===== src/rtl/clock_display_driver_if.sv =====
// Bundle carrying the BCD time inputs, adjust/tick controls and the
// multiplexed 7-segment drive outputs of the clock display driver.
`timescale 1ns/1ps
interface clock_display_driver_if;
    logic [1:0] hours_tenth;
    logic [3:0] hours_units;
    logic [2:0] minutes_tenth;
    logic [3:0] minutes_units;
    logic       adjust_enable_hours;
    logic       adjust_enable_minutes;
    logic       sec_tick;
    logic [3:0] anode;
    logic [6:0] seg;
    logic       dp;

    modport master (
        output hours_tenth, hours_units, minutes_tenth, minutes_units,
        output adjust_enable_hours, adjust_enable_minutes, sec_tick,
        input  anode, seg, dp
    );

    modport slave (
        input  hours_tenth, hours_units, minutes_tenth, minutes_units,
        input  adjust_enable_hours, adjust_enable_minutes, sec_tick,
        output anode, seg, dp
    );
endinterface


===== src/rtl/clock_display_driver.sv =====
// Four-digit multiplexed 7-segment HH:MM driver with frame-coherent input
// shadowing, adjust blinking, leading-zero suppression and a seconds colon.
`timescale 1ns/1ps
module clock_display_driver #(
    parameter int REFRESH_DIV = 100000,
    parameter int BLINK_DIV   = 25000000
) (
    input logic                   clk,
    input logic                   rst,
    clock_display_driver_if.slave bus
);
    localparam int RW = $clog2(REFRESH_DIV);
    localparam int BW = $clog2(BLINK_DIV);
    localparam logic [RW-1:0] REFRESH_LAST = RW'(REFRESH_DIV - 1);
    localparam logic [BW-1:0] BLINK_LAST   = BW'(BLINK_DIV - 1);
    localparam logic [6:0] SEG_DASH  = 7'b0111111;
    localparam logic [6:0] SEG_BLANK = 7'b1111111;

    logic [RW-1:0] refresh_cnt;
    logic [BW-1:0] blink_cnt;
    logic [1:0]    idx;
    logic          blink_phase;
    logic          colon_on;
    logic          step;
    logic          blink_tc;

    logic [1:0] hours_tenth_sh;
    logic [3:0] hours_units_sh;
    logic [2:0] minutes_tenth_sh;
    logic [3:0] minutes_units_sh;

    logic [3:0] anode_p1;
    logic [6:0] seg_p1;
    logic       dp_p1;

    logic [3:0] cur_val;
    logic [3:0] cur_max;
    logic       cur_blank;
    logic [3:0] anode_d;
    logic [6:0] seg_d;
    logic       dp_d;

    function automatic logic [6:0] glyph(input logic [3:0] v);
        case (v)
            4'd0:    glyph = 7'b1000000;
            4'd1:    glyph = 7'b1111001;
            4'd2:    glyph = 7'b0100100;
            4'd3:    glyph = 7'b0110000;
            4'd4:    glyph = 7'b0011001;
            4'd5:    glyph = 7'b0010010;
            4'd6:    glyph = 7'b0000010;
            4'd7:    glyph = 7'b1111000;
            4'd8:    glyph = 7'b0000000;
            4'd9:    glyph = 7'b0010000;
            default: glyph = SEG_DASH;
        endcase
    endfunction

    // Tens positions have tighter legal ranges than the units glyph table.
    function automatic logic [6:0] digit_seg(input logic [3:0] v, input logic [3:0] max_v);
        digit_seg = (v > max_v) ? SEG_DASH : glyph(v);
    endfunction

    assign step     = (refresh_cnt == REFRESH_LAST);
    assign blink_tc = (blink_cnt == BLINK_LAST);

    always_comb begin
        cur_val   = minutes_units_sh;
        cur_max   = 4'd9;
        cur_blank = bus.adjust_enable_minutes & blink_phase;
        case (idx)
            2'd1: begin
                cur_val   = {1'b0, minutes_tenth_sh};
                cur_max   = 4'd5;
                cur_blank = bus.adjust_enable_minutes & blink_phase;
            end
            2'd2: begin
                cur_val   = hours_units_sh;
                cur_max   = 4'd9;
                cur_blank = bus.adjust_enable_hours & blink_phase;
            end
            2'd3: begin
                cur_val   = {2'b00, hours_tenth_sh};
                cur_max   = 4'd2;
                cur_blank = (bus.adjust_enable_hours & blink_phase) | (hours_tenth_sh == 2'd0);
            end
            default: ;
        endcase
        anode_d = ~(4'b0001 << idx);
        seg_d   = cur_blank ? SEG_BLANK : digit_seg(cur_val, cur_max);
        dp_d    = ~((idx == 2'd2) & colon_on);
    end

    // Scan timing, frame snapshot and blink/colon state.
    always_ff @(posedge clk) begin
        if (rst) begin
            refresh_cnt      <= '0;
            blink_cnt        <= '0;
            idx              <= 2'd0;
            blink_phase      <= 1'b0;
            colon_on         <= 1'b1;
            hours_tenth_sh   <= '0;
            hours_units_sh   <= '0;
            minutes_tenth_sh <= '0;
            minutes_units_sh <= '0;
        end else begin
            refresh_cnt <= step ? '0 : refresh_cnt + RW'(1);
            blink_cnt   <= blink_tc ? '0 : blink_cnt + BW'(1);
            if (blink_tc)
                blink_phase <= ~blink_phase;
            if (step) begin
                idx <= idx + 2'd1;
                if (idx == 2'd3) begin
                    hours_tenth_sh   <= bus.hours_tenth;
                    hours_units_sh   <= bus.hours_units;
                    minutes_tenth_sh <= bus.minutes_tenth;
                    minutes_units_sh <= bus.minutes_units;
                end
            end
            if (bus.adjust_enable_hours | bus.adjust_enable_minutes)
                colon_on <= 1'b1;
            else if (bus.sec_tick)
                colon_on <= ~colon_on;
        end
    end

    // Output stage: one register between scan state and the pins.
    always_ff @(posedge clk) begin
        if (rst) begin
            anode_p1 <= 4'b1111;
            seg_p1   <= SEG_BLANK;
            dp_p1    <= 1'b1;
        end else begin
            anode_p1 <= anode_d;
            seg_p1   <= seg_d;
            dp_p1    <= dp_d;
        end
    end

    assign bus.anode = anode_p1;
    assign bus.seg   = seg_p1;
    assign bus.dp    = dp_p1;
endmodule

===== src/flat_wrapper.sv =====
// flat-port wrapper written by rule: the top's interface ports become plain ports
module clock_display_driver_flat 
#(
    parameter int REFRESH_DIV = 100000,
    parameter int BLINK_DIV   = 25000000
)
  (clk, rst, bus_hours_tenth, bus_hours_units, bus_minutes_tenth, bus_minutes_units, bus_adjust_enable_hours, bus_adjust_enable_minutes, bus_sec_tick, bus_anode, bus_seg, bus_dp);
  clock_display_driver_if bus_i ();
  input logic clk;
  input logic rst;
  input wire logic [$bits(bus_i.hours_tenth)-1:0] bus_hours_tenth;
  input wire logic [$bits(bus_i.hours_units)-1:0] bus_hours_units;
  input wire logic [$bits(bus_i.minutes_tenth)-1:0] bus_minutes_tenth;
  input wire logic [$bits(bus_i.minutes_units)-1:0] bus_minutes_units;
  input wire logic [$bits(bus_i.adjust_enable_hours)-1:0] bus_adjust_enable_hours;
  input wire logic [$bits(bus_i.adjust_enable_minutes)-1:0] bus_adjust_enable_minutes;
  input wire logic [$bits(bus_i.sec_tick)-1:0] bus_sec_tick;
  output wire logic [$bits(bus_i.anode)-1:0] bus_anode;
  output wire logic [$bits(bus_i.seg)-1:0] bus_seg;
  output wire logic [$bits(bus_i.dp)-1:0] bus_dp;
  assign bus_i.hours_tenth = bus_hours_tenth;
  assign bus_i.hours_units = bus_hours_units;
  assign bus_i.minutes_tenth = bus_minutes_tenth;
  assign bus_i.minutes_units = bus_minutes_units;
  assign bus_i.adjust_enable_hours = bus_adjust_enable_hours;
  assign bus_i.adjust_enable_minutes = bus_adjust_enable_minutes;
  assign bus_i.sec_tick = bus_sec_tick;
  assign bus_anode = bus_i.anode;
  assign bus_seg = bus_i.seg;
  assign bus_dp = bus_i.dp;
  clock_display_driver #(.REFRESH_DIV(REFRESH_DIV), .BLINK_DIV(BLINK_DIV)) u_core (.clk(clk), .rst(rst), .bus(bus_i));
endmodule

===== config.mk =====
export PLATFORM = sky130hd
export DESIGN_NAME = clock_display_driver_flat
export DESIGN_NICKNAME = d
export VERILOG_FILES = /design/src/rtl/clock_display_driver_if.sv /design/src/rtl/clock_display_driver.sv /design/src/flat_wrapper.sv
export SDC_FILE = /design/constraint.sdc
export NUM_CORES = 1
export LEC_CHECK = 0
export BUFFER_PORTS_ARGS = -buffer_cell sky130_fd_sc_hd__buf_2
export CAP_MARGIN = 25
export CORE_ASPECT_RATIO = 1.1
export CORE_MARGIN = 4
export CORE_UTILIZATION = 55
export CTS_BUF_LIST = sky130_fd_sc_hd__clkbuf_16
export CTS_CLUSTER_DIAMETER = 100
export CTS_CLUSTER_SIZE = 10
export DETAILED_ROUTE_END_ITERATION = 8
export GPL_TIMING_DRIVEN = 1
export MAX_ROUTING_LAYER = met4
export PLACE_DENSITY = 0.75
export SETUP_SLACK_MARGIN = 0.02
export SKIP_LAST_GASP = 1
export SYNTH_ARGS = -nofsm -noshare
export SYNTH_HDL_FRONTEND = slang
export SYNTH_SLANG_ARGS = --single-unit
export TNS_END_PERCENT = 10

===== constraint.sdc =====
create_clock -name clk -period 2.7 [get_ports clk]
set_input_delay 0.54 -clock clk [delete_from_list [all_inputs] [get_ports clk]]
set_output_delay 0.54 -clock clk [all_outputs]
set_load 0.005 [all_outputs]

# After elaboration in Yosys (flattened, before gate mapping)

Memories as Yosys holds them, arrays and structs flattened.
Cells that the tools add are included.

Memories kept: 1
Output and inout bits: 12
Flip-flop bits (word level): 71
Bits in read-only memories: 112
Word-level logic and storage cells: 44

Memory list:

| name             | depth | width | read ports | clocked after memory_dff | write ports | RTL line                   | RTL |
|---|---|---|---|---|---|---|---|
| (name not given) | 16    | 7     | 1          | 0                        | 0           | clock_display_driver.sv:44 | `case (v)` |

Shift-type cells: 1
Mux-type cells: 4
Reductions and logical operators: 7
Order comparisons: 1
Bitwise logic cells: 9
$add $sub $neg: 3
Eq/ne operators: 5

Operators with widths:

| operator              | count |
|---|---|
| $add 25x1->25 const B | 1 |
| $eq 25x25->1 const B  | 1 |
| $add 17x1->17 const B | 1 |
| $eq 17x17->1 const B  | 1 |
| $pmux 4 s3            | 1 |
| $pmux 4 s2            | 1 |
| $reduce_or 2->1       | 4 |
| $mux 7                | 1 |
| $eq 2x2->1 const B    | 2 |
| $gt 4x4->1            | 1 |
| $not 4->4             | 1 |
| $shl 1x2->4 const A   | 1 |
| $and 1x1->1           | 3 |
| $not 1->1             | 3 |
| $reduce_or 3->1       | 1 |
| $add 2x1->2 const B   | 1 |
| $eq 2x1->1 const B    | 1 |
| $logic_not 2->1       | 1 |
| $or 1x1->1            | 2 |
| $pmux 1 s2            | 1 |
| $reduce_and 2->1      | 1 |

# Longest topological paths before layout

Gate-level depths: netlist of run 1.

Word-level depth: 4
Depth in mapped cells: 11
Mapped depth without buffers: 11

# Worst setup path before layout of run 1

Ideal clock, no wire load.

Path type: reg-to-reg
From: reg u_core.idx[0]
To: reg u_core.seg_p1[2] (netlist: u_core.bus.seg[2])
Path buffers: 1
Arrival time: 2.357 ns
Cell stages (with the launch flop): 12
Library setup time: 0.144 ns
Path slack: 0.199 ns
Required time: 2.556 ns
Cell sequence: dfxtp_1 -> inv_1 -> ha_1 -> clkbuf_1 -> mux2i_1 -> inv_1 -> ha_1 -> nand3_1 -> a31oi_1 -> a21boi_1 -> o21a_1 -> o311ai_1

Cells in the longest elaborated chain, start to end: 4
Elaborated cells on any way between the ends: 9
Classes of those cells: order compare: 1; eq/ne: 3; mux: 3; reduce/logical: 1; memory: 1

Ends and longest elaborated chain:

| what                                            | RTL line                    | RTL |
|---|---|---|
| start: declaration                              | clock_display_driver.sv:21  | `logic [1:0] idx;` |
| start signal: assignment                        | clock_display_driver.sv:112 | `idx <= idx + 2'd1;` |
| $eq 2x2->1 / $eq 2x1->1 (equally long branches) | clock_display_driver.sv:71  | `case (idx)` |
| $pmux 4 s3 / $pmux 4 s2 (equally long branches) | clock_display_driver.sv:71  |  |
| $gt 4x4->1                                      | clock_display_driver.sv:61  | `digit_seg = (v > max_v) ? SEG_DASH : glyph(v);` |
| $reduce_or 3->1 (no source line)                | n/a                         |  |
| end signal: assignment                          | clock_display_driver.sv:135 | `seg_p1 <= seg_d;` |
| end: declaration                                | clock_display_driver.sv:33  | `logic [6:0] seg_p1;` |

Several ways; a longest one is shown, not always the timed one.
A chain may end at the register's enable or synchronous reset.

# Final worst setup path of run 1

From: reg u_core.idx[0]
To: reg u_core.seg_p1[3] (netlist: u_core.bus.seg[3])

Same word-level chain as after synthesis.

==> results of run 1 <==
## report_power, final
group | leakage, nW | internal (mW) | switching [mW]
combinational | 0.629 | 0.0265 | 0.0326
clock | 0.143 | 0.697 | 0.410
sequential | 0.576 | 1.06 | 0.00761
total | 1.35 | 1.79 | 0.450
## worst max-delay path by stage
stage,start,slack (ns),cells after the start,endpoint
after CTS,u_core.idx[0],0.15,10,u_core.bus.seg[3]
after global placement,u_core.idx[0],0.31,10,u_core.bus.seg[3]
after global routing,u_core.idx[0],0.04,10,u_core.bus.seg[3]
final,u_core.idx[0],0.18,11,u_core.bus.seg[3]
after floorplan,u_core.idx[0],0.20,11,u_core.bus.seg[2]
after detailed placement,u_core.idx[0],0.18,10,u_core.bus.seg[3]
## registers in the layout (all words and copies together) (netlist names)
name	cells
u_core.hours_units_sh	4
u_core.blink_phase	1
u_core.hours_tenth_sh	2
u_core.minutes_units_sh	4
u_core.bus.dp	1
u_core.idx	2
u_core.blink_cnt	25
u_core.minutes_tenth_sh	3
u_core.bus.anode	4
u_core.refresh_cnt	17
u_core.bus.seg	7
u_core.colon_on	1
## metal layers
| layer | up-vias | GRT usage (%) |
|---|---|---|
| li1 | 1273 | - |
| met1 | 1157 | 22.6 |
| met2 | 37 | 31.7 |
| met3 | 6 | 5.80 |
| met4 | 0 | 8.76 |
| met5 | - | - |
## area by class of cell
class                           count  area, µm²
Fill cell                         504       1990
Clock inverter                      7       55.1
Inverter                           17       63.8
Multi-Input combinational cell    257       1690
Clock buffer                        9        225
Tap cell                           77       96.3
Sequential cell                    71       1420
Timing Repair Buffer               35        190
## layout by cell type, fill, tap and decap left out, types with 9 or more instances in the layout
master / netlist / final
xnor2_1: 32 / 32
mux2i_1: 15 / 15
xor2_1: 10 / 10
nor2_1: 70 / 70
buf_2: 5 / 29
nand3_1: 14 / 14
dfxtp_1: 71 / 71
clkbuf_16: 0 / 9
inv_1: 17 / 18
ha_1: 11 / 11
nand2_1: 24 / 24
## kinds of logic after synthesis
logic type / after synthesis / synth area share (%)
simple gates: 164 / 26.2
flops: 71 / 43.9
xor+xnor: 42 / 11.4
buf+inv: 30 / 4.02
compound gates: 24 / 5.26
mux: 16 / 4.99
fa+ha+maj: 11 / 4.26
## timing repair
action / CTS / global route
setup buffers: 0 / 0
resized for setup: 0 / 2
endpoints found under the hold margin: 0 / 0
endpoints found under the setup margin: 0 / 6
==> impl_metrics.env, run 1 <==
export IMPL_relSlewSlack_pct=60.5
export IMPL_worst_path_buf_inv=2
export IMPL_r2r_cells=11
export IMPL_wl_mm=6.11
export IMPL_ys_flop_type="dfxtp_1"
export IMPL_setup_tns_ns=0
export IMPL_die_y_um=88.4
export IMPL_synth_top_area_share_pct=43.9
export IMPL_whs_ns=0.434
export IMPL_rr_startpoint="u_core.idx[0]"
export IMPL_dpl_worst_slack_ns=0.184
export IMPL_finalCritPeriodShare_pct=93.2
export IMPL_core_area_um2=5730
export IMPL_port_buffer_count=29
export IMPL_die_area_um2=7170
export IMPL_final_max_slew_viol_count=0
export IMPL_grt_pass1_wl_mm=10.6
export IMPL_io_pins=30
export IMPL_wl_met2_mm=3.05
export IMPL_worstMarginPinSlew_ns=0.591
export IMPL_synth_seq_cells=71
export IMPL_num_rows=29
export IMPL_gp_congestion=0.867
export IMPL_fin_nets=420
export IMPL_grt_start_max_net_pins=29
export IMPL_clkTransAtPathRegs_ns=0.05
export IMPL_crit_type="register to register"
export IMPL_startpoint_type="register"
export IMPL_async_flop_share_pct=0
export IMPL_grt_pass1_vias=2418
export IMPL_routedLengthMet1_mm=2.76
export IMPL_yosysTopAreaCell="dfxtp_1"
export IMPL_start_util_pct=56.4
export IMPL_reg2reg_to="u_core.bus.seg[3]"
export IMPL_peakVddDrop_mv=0.418
export IMPL_overflow=0
export IMPL_numCtsBuffers=9
export IMPL_htree_levels=3
export IMPL_finalCriticalPeriod_ns=2.52
export IMPL_ys_types=51
export IMPL_drive_gt1_share_pct=16.2
export IMPL_dp_cells=457
export IMPL_maxCapViolCount=0
export IMPL_cts_sinks=71
export IMPL_cts_buffer_depth=2
export IMPL_fin_ws_ns=0.184
export IMPL_syn_nets=387
export IMPL_final_area_um2=3740
export IMPL_critPathRequiredTime_ns=2.89
export IMPL_finalPower_mw=2.24
export IMPL_post_drt_via_cell_ratio=5.23
export IMPL_synth_common_cells="dfxtp_1, nor2_1, xnor2_1"
export IMPL_slowest_stage="dfxtp_1"
export IMPL_worstPathArrival_ns=2.71
export IMPL_top_layer="met4"
export IMPL_synth_edf_count=0
export IMPL_worstPathMaxFanout=7
export IMPL_synthesis_area_um2=3230
export IMPL_rsz0062_at_grt="false"
export IMPL_drtIter0Drc=123
export IMPL_crit_chain="inv_1 -> ha_1 -> a222oi_1 -> mux2i_1 -> inv_1 -> ha_1 -> nand3_1 -> a31oi_1 -> a21boi_1 -> o21a_2 -> o2111ai_1"
export IMPL_hold_class="input pin to register"
export IMPL_grtUsageTotal_pct=19.7
export IMPL_dpl_cell_area_um2=3450
export IMPL_vias=2473
export IMPL_setup_violations_final=0
export IMPL_fmax_mhz=397
export IMPL_antenna_cells=0
export IMPL_drt_first_pass_iters=4
export IMPL_clock_latency_ns=0.33
export IMPL_antenna_found_initial=0
export IMPL_synth_area_per_cell_um2=9.03
export IMPL_wl_met3_um=221
export IMPL_worstHoldPathCells=2
export IMPL_p_leak_nw=1.35
export IMPL_final_antenna_net_count=0
export IMPL_cts_root_buf="clkbuf_16"
export IMPL_endpoint_kind="register"
export IMPL_utilization_pct=65.3
export IMPL_holdBufCountCts=0
export IMPL_syn_inst=358
export IMPL_r2r_slack_ns=0.18
export IMPL_fin_worst_skew_ns=0.00511
export IMPL_dp_hpwl_mm=4.26
export IMPL_drc=0
export IMPL_area_growth_pct=15.7
export IMPL_post_drt_wl_per_cell_um=12.9
export IMPL_worst_path_largest_cell_delay_ns=0.35
export IMPL_synth_most_common_cell="dfxtp_1"
export IMPL_path_delay_family="compound AO/OA/AOI/OAI gates"
export IMPL_ys_seq_area_share_pct=43.9
export IMPL_yosysWarnings=0
export IMPL_hold_path_end="u_core.colon_on"
export IMPL_status="finished, final reports clean"
export IMPL_p_per_area_nw_per_um2=598
export IMPL_ys_top_cells_by_area="dfxtp_1, xnor2_1, nor2_1, mux2i_1, ha_1"
export IMPL_hp_start="bus_adjust_enable_hours"
export IMPL_fin_cells=473
export IMPL_cts_tree="done"
export IMPL_hold_viol=0
export IMPL_dieWidth_um=81.1
(Power assumes the default switching activity.)
==> run 2, diff against run 1 <==
Settings changed: ABC_AREA set to 1, PLACE_DENSITY 0.75 to 0.74.
==> run 2 against run 1 <==
Against the previous run:
- power up 1.3%
- non-clock buffer count down 5
- sequential share of layout area down 2.0 points
- sequential power about the same
- utilization down 1.1 points
- critical path depth up 1
- highest routed layer unchanged
==> impl_metrics.env, run 2 <==
export IMPL_fmax_mhz=447
export IMPL_setup_tns_ns=0
export IMPL_dp_hpwl_mm=5.32
export IMPL_clock_power_share_pct=50.3
export IMPL_status="finished, final reports clean"
export IMPL_grtUsageTotal_pct=20.1
export IMPL_htree_levels=3
export IMPL_syn_nets=512
export IMPL_final_max_slew_viol_count=0
export IMPL_drt_first_pass_iters=4
export IMPL_ys_top_cells_by_area="dfxtp_1, nand2_1, nor2_1, inv_1, a21oi_1"
export IMPL_synth_common_cells="nand2_1, dfxtp_1, nor2_1"
export IMPL_fin_worst_skew_ns=0.0100
export IMPL_seq_power_share_pct=47.2
export IMPL_clock_latency_ns=0.33
export IMPL_ys_seq_area_share_pct=40.8
export IMPL_finalPower_mw=2.27
export IMPL_endpoint_kind="register"
export IMPL_swShare_pct=20.9
export IMPL_hold_viol=0
export IMPL_vias=3088
export IMPL_yosysTopAreaCell="dfxtp_1"
export IMPL_synth_xor_area_share_pct=2.52
export IMPL_worstPathMaxFanout=7
export IMPL_dieWidth_um=83.9
export IMPL_crit_type="register to register"
export IMPL_combinationalPowerShare_pct=2.6
export IMPL_ys_flop_type="dfxtp_1"
export IMPL_ys_types=34
export IMPL_p_int_mw=1.79
export IMPL_cts_resized=0
export IMPL_grt_pass1_wl_mm=12.3
export IMPL_antenna_found_initial=0
export IMPL_cts_setup_buffers=0
export IMPL_cts_tree="done"
export IMPL_critPathRequiredTime_ns=2.92
export IMPL_post_drt_wl_per_cell_um=11.8
export IMPL_synth_simple_gate_area_share_pct=35.3
export IMPL_fin_cells=601
export IMPL_synth_adder_area_share_pct=3.95
export IMPL_multi_input_area_um2=1780
export IMPL_final_area_um2=3950
export IMPL_die_area_um2=7670
export IMPL_synth_seq_cells=71
export IMPL_rsz0062_at_grt="false"
export IMPL_power_switching_uw=475
export IMPL_cts_sinks=71
export IMPL_finalCriticalPeriod_ns=2.24
export IMPL_drc=0
export IMPL_worstMarginPinSlew_ns=0.569
export IMPL_regArea_um2=1420
export IMPL_layout_commonest_cell="nand2_1"
export IMPL_start_util_pct=56.5
export IMPL_peakVddDrop_mv=0.412
export IMPL_area_growth_pct=13.4
export IMPL_dp_cells=585
export IMPL_synthesis_area_um2=3480
export IMPL_worstHoldPathCells=3
export IMPL_p_per_area_nw_per_um2=574
export IMPL_synthMuxAreaShare_pct=0
export IMPL_io_pins=30
export IMPL_startpoint_type="register"
export IMPL_syn_inst=483
export IMPL_dpl_cell_area_um2=3660
export IMPL_wl_mm=7.11
export IMPL_core_area_um2=6160
export IMPL_async_flop_share_pct=0
export IMPL_grt_pass1_vias=2937
export IMPL_grt_start_max_net_pins=26
export IMPL_worstPathArrival_ns=2.46
export IMPL_maxCapViolCount=0
export IMPL_cts_buffer_depth=2
export IMPL_holdBufCountCts=0
export IMPL_die_y_um=91.4
export IMPL_max_flop_register="u_core.blink_cnt"
export IMPL_gp_congestion=0.935
export IMPL_port_buffer_count=29
export IMPL_num_rows=30
export IMPL_dpl_worst_slack_ns=0.489
export IMPL_final_antenna_net_count=0
export IMPL_setup_violations_final=0
export IMPL_antenna_cells=0
export IMPL_drive_gt1_share_pct=14.2
export IMPL_synth_most_common_cell="nand2_1"
export IMPL_numCtsBuffers=9
export IMPL_relSlewSlack_pct=61.7
export IMPL_largest_reg_flops=25
export IMPL_synth_top_family_by_area="simple AND/OR/NAND/NOR gates"
export IMPL_post_drt_via_cell_ratio=5.14
export IMPL_fin_ws_ns=0.463
export IMPL_synth_area_per_cell_um2=7.21
export IMPL_fin_nets=545
export IMPL_drtIter0Drc=96
export IMPL_synth_compound_area_share_pct=9.45
export IMPL_overflow=0
export IMPL_r2r_cells=12
export IMPL_final_cell_mix="nand2_1, dfxtp_1, nor2_1, inv_1, a21oi_1"
export IMPL_yosysWarnings=0
export IMPL_final_fill_count=542
export IMPL_hold_class="input pin to register"
export IMPL_clkTransAtPathRegs_ns=0.06
export IMPL_finalCritPeriodShare_pct=82.9
export IMPL_p_leak_nw=1.60
export IMPL_cts_root_buf="clkbuf_16"
export IMPL_synth_edf_count=0
export IMPL_synth_top_area_share_pct=40.8
run 2: cell count changes in the layout (fill, tap and decap cells not counted), moves of 9 or more:
cell,previous run,this run
a21oi_1,3,32
inv_1,18,51
nor2_2,1,11
xnor2_1,32,4
nand3_1,14,30
nand2_1,24,114
mux2i_1,15,0
o21ai_0,4,15
nor3_1,8,17
run 2: stage by stage:
stage | utilization [%] | hold WS (ns)
6_report | 64.1 | 0.432
5_1_grt | 64.1 | 0.433
4_1_cts | 64.1 | 0.422
3_5_place_dp | 59.5 | 0.443
3_3_place_gp | 59.5 | 0.427
2_1_floorplan | - | 0.394
run 2: worst paths after layout:
path,from,end,slack (ns)
worst max-delay path,u_core.idx[0],u_core.bus.seg[6],0.46
worst min-delay path,bus_hours_tenth[1],u_core.hours_tenth_sh[1],0.43
worst max register to register,u_core.idx[0],u_core.bus.seg[6],0.46
worst min register to register,u_core.blink_cnt[0],u_core.blink_cnt[0],0.45
run 2: metal layers:
layer / up-vias / GRT usage, % / wire length [µm]
li1: 1622 / - / -
met1: 1372 / 22.6 / 3210
met2: 73 / 32.5 / 3400
met3: 21 / 4.90 / 267
met4: 0 / 11.4 / 231
met5: - / - / 0
run 2: power by group through the flow:
| stage | registers, mW | clock network (mW) | logic, mW |
|---|---|---|---|
| after floorplan | 1.09 | 0 | 0.0329 |
| after global placement | 1.09 | 0 | 0.0573 |
| after detailed placement | 1.09 | 0 | 0.0588 |
| after CTS | 1.07 | 1.17 | 0.0589 |
| after global routing | 1.07 | 1.21 | 0.0656 |
| final | 1.07 | 1.14 | 0.0581 |
run 2: logic make-up after synthesis:
kind of cell    Yosys count
buf+inv                  61
xor+xnor                 10
compound gates           62
simple gates            268
flops                    71
fa+ha+maj                11
run 2: cell type report:
cell class / count / area share, %
Sequential cell: 71 / 36.0
Timing Repair Buffer: 30 / 3.87
Clock inverter: 7 / 1.62
Clock buffer: 9 / 5.70
Multi-Input combinational cell: 351 / 45.2
Inverter: 53 / 5.10
Tap cell: 80 / 2.53
run 2: worst max-delay path: stages, from the launching register on:
cell and delay (ns):
dfxtp_1 0.39, inv_1 0.12, ha_1 0.22, inv_1 0.16, o21ai_0 0.24, ha_1 0.39, nand2_1 0.06, a21oi_1 0.15
nand2_1 0.07, nand2_1 0.06, nand2_1 0.14, nand2_1 0.10, nand2_1 0.05
==> run 3, diff against run 2 <==
Clock period 2.7 ns to 2.2 ns, I/O delays scaled along.
==> run 3 against run 2 <==
Against the previous run:
- count of clock-buffer cells in the layout stayed put
- clock skew down 0.0038 ns
- power increased by 22%
- worst setup slack got worse by 0.24 ns
- die area is the same
- sequential cell count unchanged
- utilization increased by 0.71 points
- sequential power up 22%
- global-route usage grew 0.73 points
- clock power is 21% higher
- wire length is 2.5% higher
- largest power group unchanged
==> impl_metrics.env, run 3 (synthesized netlist as in run 2, its figures left out) <==
export IMPL_area_growth_pct=14.7
export IMPL_startpoint_type="register"
export IMPL_maxCapViolCount=0
export IMPL_die_area_um2=7670
export IMPL_p_leak_nw=1.62
export IMPL_final_cell_mix="nand2_1, dfxtp_1, nor2_1, inv_1, a21oi_1"
export IMPL_final_area_um2=3990
export IMPL_cts_sinks=71
export IMPL_worst_path_buf_inv=3
export IMPL_status="finished, final reports clean"
export IMPL_gp_congestion=0.921
export IMPL_htree_levels=3
export IMPL_worst_path_largest_cell_delay_ns=0.37
export IMPL_dp_cells=589
export IMPL_finalCritPeriodShare_pct=89.7
export IMPL_finalCriticalPeriod_ns=1.97
export IMPL_num_rows=30
export IMPL_grtUsageTotal_pct=20.8
export IMPL_p_int_mw=2.19
export IMPL_dpl_cell_area_um2=3690
export IMPL_drc=0
export IMPL_power_switching_uw=571
export IMPL_fin_ws_ns=0.226
export IMPL_antenna_found_initial=0
export IMPL_relSlewSlack_pct=67.9
export IMPL_io_pins=30
export IMPL_post_drt_wl_per_cell_um=12.0
export IMPL_worstHoldPathCells=3
export IMPL_r2r_cells=14
export IMPL_core_area_um2=6160
export IMPL_swShare_pct=20.7
export IMPL_largest_reg_flops=25
export IMPL_dieWidth_um=83.9
export IMPL_crit_type="register to register"
export IMPL_wl_mm=7.29
export IMPL_worstMarginPinSlew_ns=0.480
export IMPL_hold_class="input pin to register"
export IMPL_overflow=0
export IMPL_hold_path_end="u_core.colon_on"
export IMPL_peakVddDrop_mv=0.429
export IMPL_die_y_um=91.4
export IMPL_p_per_area_nw_per_um2=691
export IMPL_crit_top_cell="nand2_1"
export IMPL_max_flop_register="u_core.blink_cnt"
export IMPL_utilization_pct=64.9
export IMPL_fin_worst_skew_ns=0.00622
export IMPL_setup_tns_ns=0
export IMPL_cts_buffer_depth=2
export IMPL_clkTransAtPathRegs_ns=0.05
export IMPL_clock_latency_ns=0.33
export IMPL_layout_commonest_cell="nand2_1"
export IMPL_final_max_slew_viol_count=0
export IMPL_drive_gt1_share_pct=16.2
export IMPL_vias=3131
export IMPL_whs_ns=0.326
export IMPL_grt_pass1_wl_mm=12.7
export IMPL_port_buffer_count=29
export IMPL_cts_root_buf="clkbuf_16"
export IMPL_hold_viol=0
export IMPL_clock_power_share_pct=49.9
export IMPL_worstPathArrival_ns=2.20
export IMPL_reg2reg_to="u_core.bus.seg[6]"
export IMPL_setup_violations_final=0
export IMPL_worstPathMaxFanout=7
export IMPL_numCtsBuffers=9
export IMPL_dp_hpwl_mm=5.35
export IMPL_start_util_pct=56.5
export IMPL_critPathRequiredTime_ns=2.42
export IMPL_path_delay_family="simple AND/OR/NAND/NOR gates"
export IMPL_post_drt_via_cell_ratio=5.17
export IMPL_final_antenna_net_count=0
export IMPL_endpoint_kind="register"
export IMPL_combinationalPowerShare_pct=2.6
export IMPL_grt_start_max_net_pins=26
export IMPL_slowest_stage="dfxtp_4"
export IMPL_r2r_slack_ns=0.23
export IMPL_fmax_mhz=507
export IMPL_fin_nets=550
export IMPL_rsz0062_at_grt="false"
export IMPL_crit_chain="inv_2 -> ha_2 -> inv_2 -> nand3_1 -> nand2_1 -> inv_1 -> ha_1 -> nand2_1 -> a21oi_1 -> nand2_1 -> nand2_1 -> nand2_2 -> nand2_1 -> nand2_1"
export IMPL_antenna_cells=0
export IMPL_drt_first_pass_iters=4
export IMPL_hp_start="bus_adjust_enable_hours"
export IMPL_seq_power_share_pct=47.5
export IMPL_drtIter0Drc=125
export IMPL_fin_cells=606
export IMPL_cts_tree="done"
export IMPL_dpl_worst_slack_ns=0.0192
export IMPL_finalPower_mw=2.76
export IMPL_rr_startpoint="u_core.idx[0]"
export IMPL_grt_pass1_vias=2956
## run 3: cell types whose count changed in the layout (fill, tap and decap cells not counted), sizes merged
cell,previous run,this run
buf,30,35
clkinv,4,5
clkinvlp,2,0
inv,53,54
## run 3: layer usage
layer,global-route usage [%],share of wire [%]
met3,4.08,4.8
met2,34.5,48
met4,11.4,3.2
met1,23.5,44
met5,-,0
## run 3: worst max path at each step
| stage | start | end | depth (start not counted) |
|---|---|---|---|
| after CTS | u_core.idx[1] | u_core.bus.seg[6] | 14 |
| after global routing | u_core.idx[0] | u_core.bus.seg[6] | 14 |
| after floorplan | u_core.idx[0] | u_core.bus.seg[6] | 14 |
| final | u_core.idx[0] | u_core.bus.seg[6] | 14 |
| after detailed placement | u_core.idx[0] | u_core.bus.seg[6] | 14 |
| after global placement | u_core.idx[0] | u_core.bus.seg[6] | 14 |
## run 3: power by group through the flow
| stage | clock network [mW] | registers, mW | logic, mW |
|---|---|---|---|
| final | 1.38 | 1.31 | 0.0728 |
| after global routing | 1.45 | 1.31 | 0.0838 |
| after floorplan | 0 | 1.34 | 0.0404 |
| after CTS | 1.40 | 1.31 | 0.0739 |
| after global placement | 0 | 1.34 | 0.0718 |
| after detailed placement | 0 | 1.34 | 0.0737 |
## run 3: area by class of cell
type	instances	area, µm²
Multi-Input combinational cell	351	1790
Sequential cell	71	1430
Inverter	53	201
Clock inverter	7	55.1
Fill cell	545	2160
Timing Repair Buffer	35	190
Tap cell	80	100
Clock buffer	9	225
## run 3: worst min-delay path: stages
cell	delay, ns
buf_2	0.10
nor3_1	0.04
nand2_1	0.05
## run 3: repair_timing
item / 4_1_cts / 5_1_grt
hold buffers: 0 / 0
setup endpoints to repair: 7 / 7
gates resized for setup: 2 / 8
setup buffers: 0 / 1
gates cloned: 0 / 0
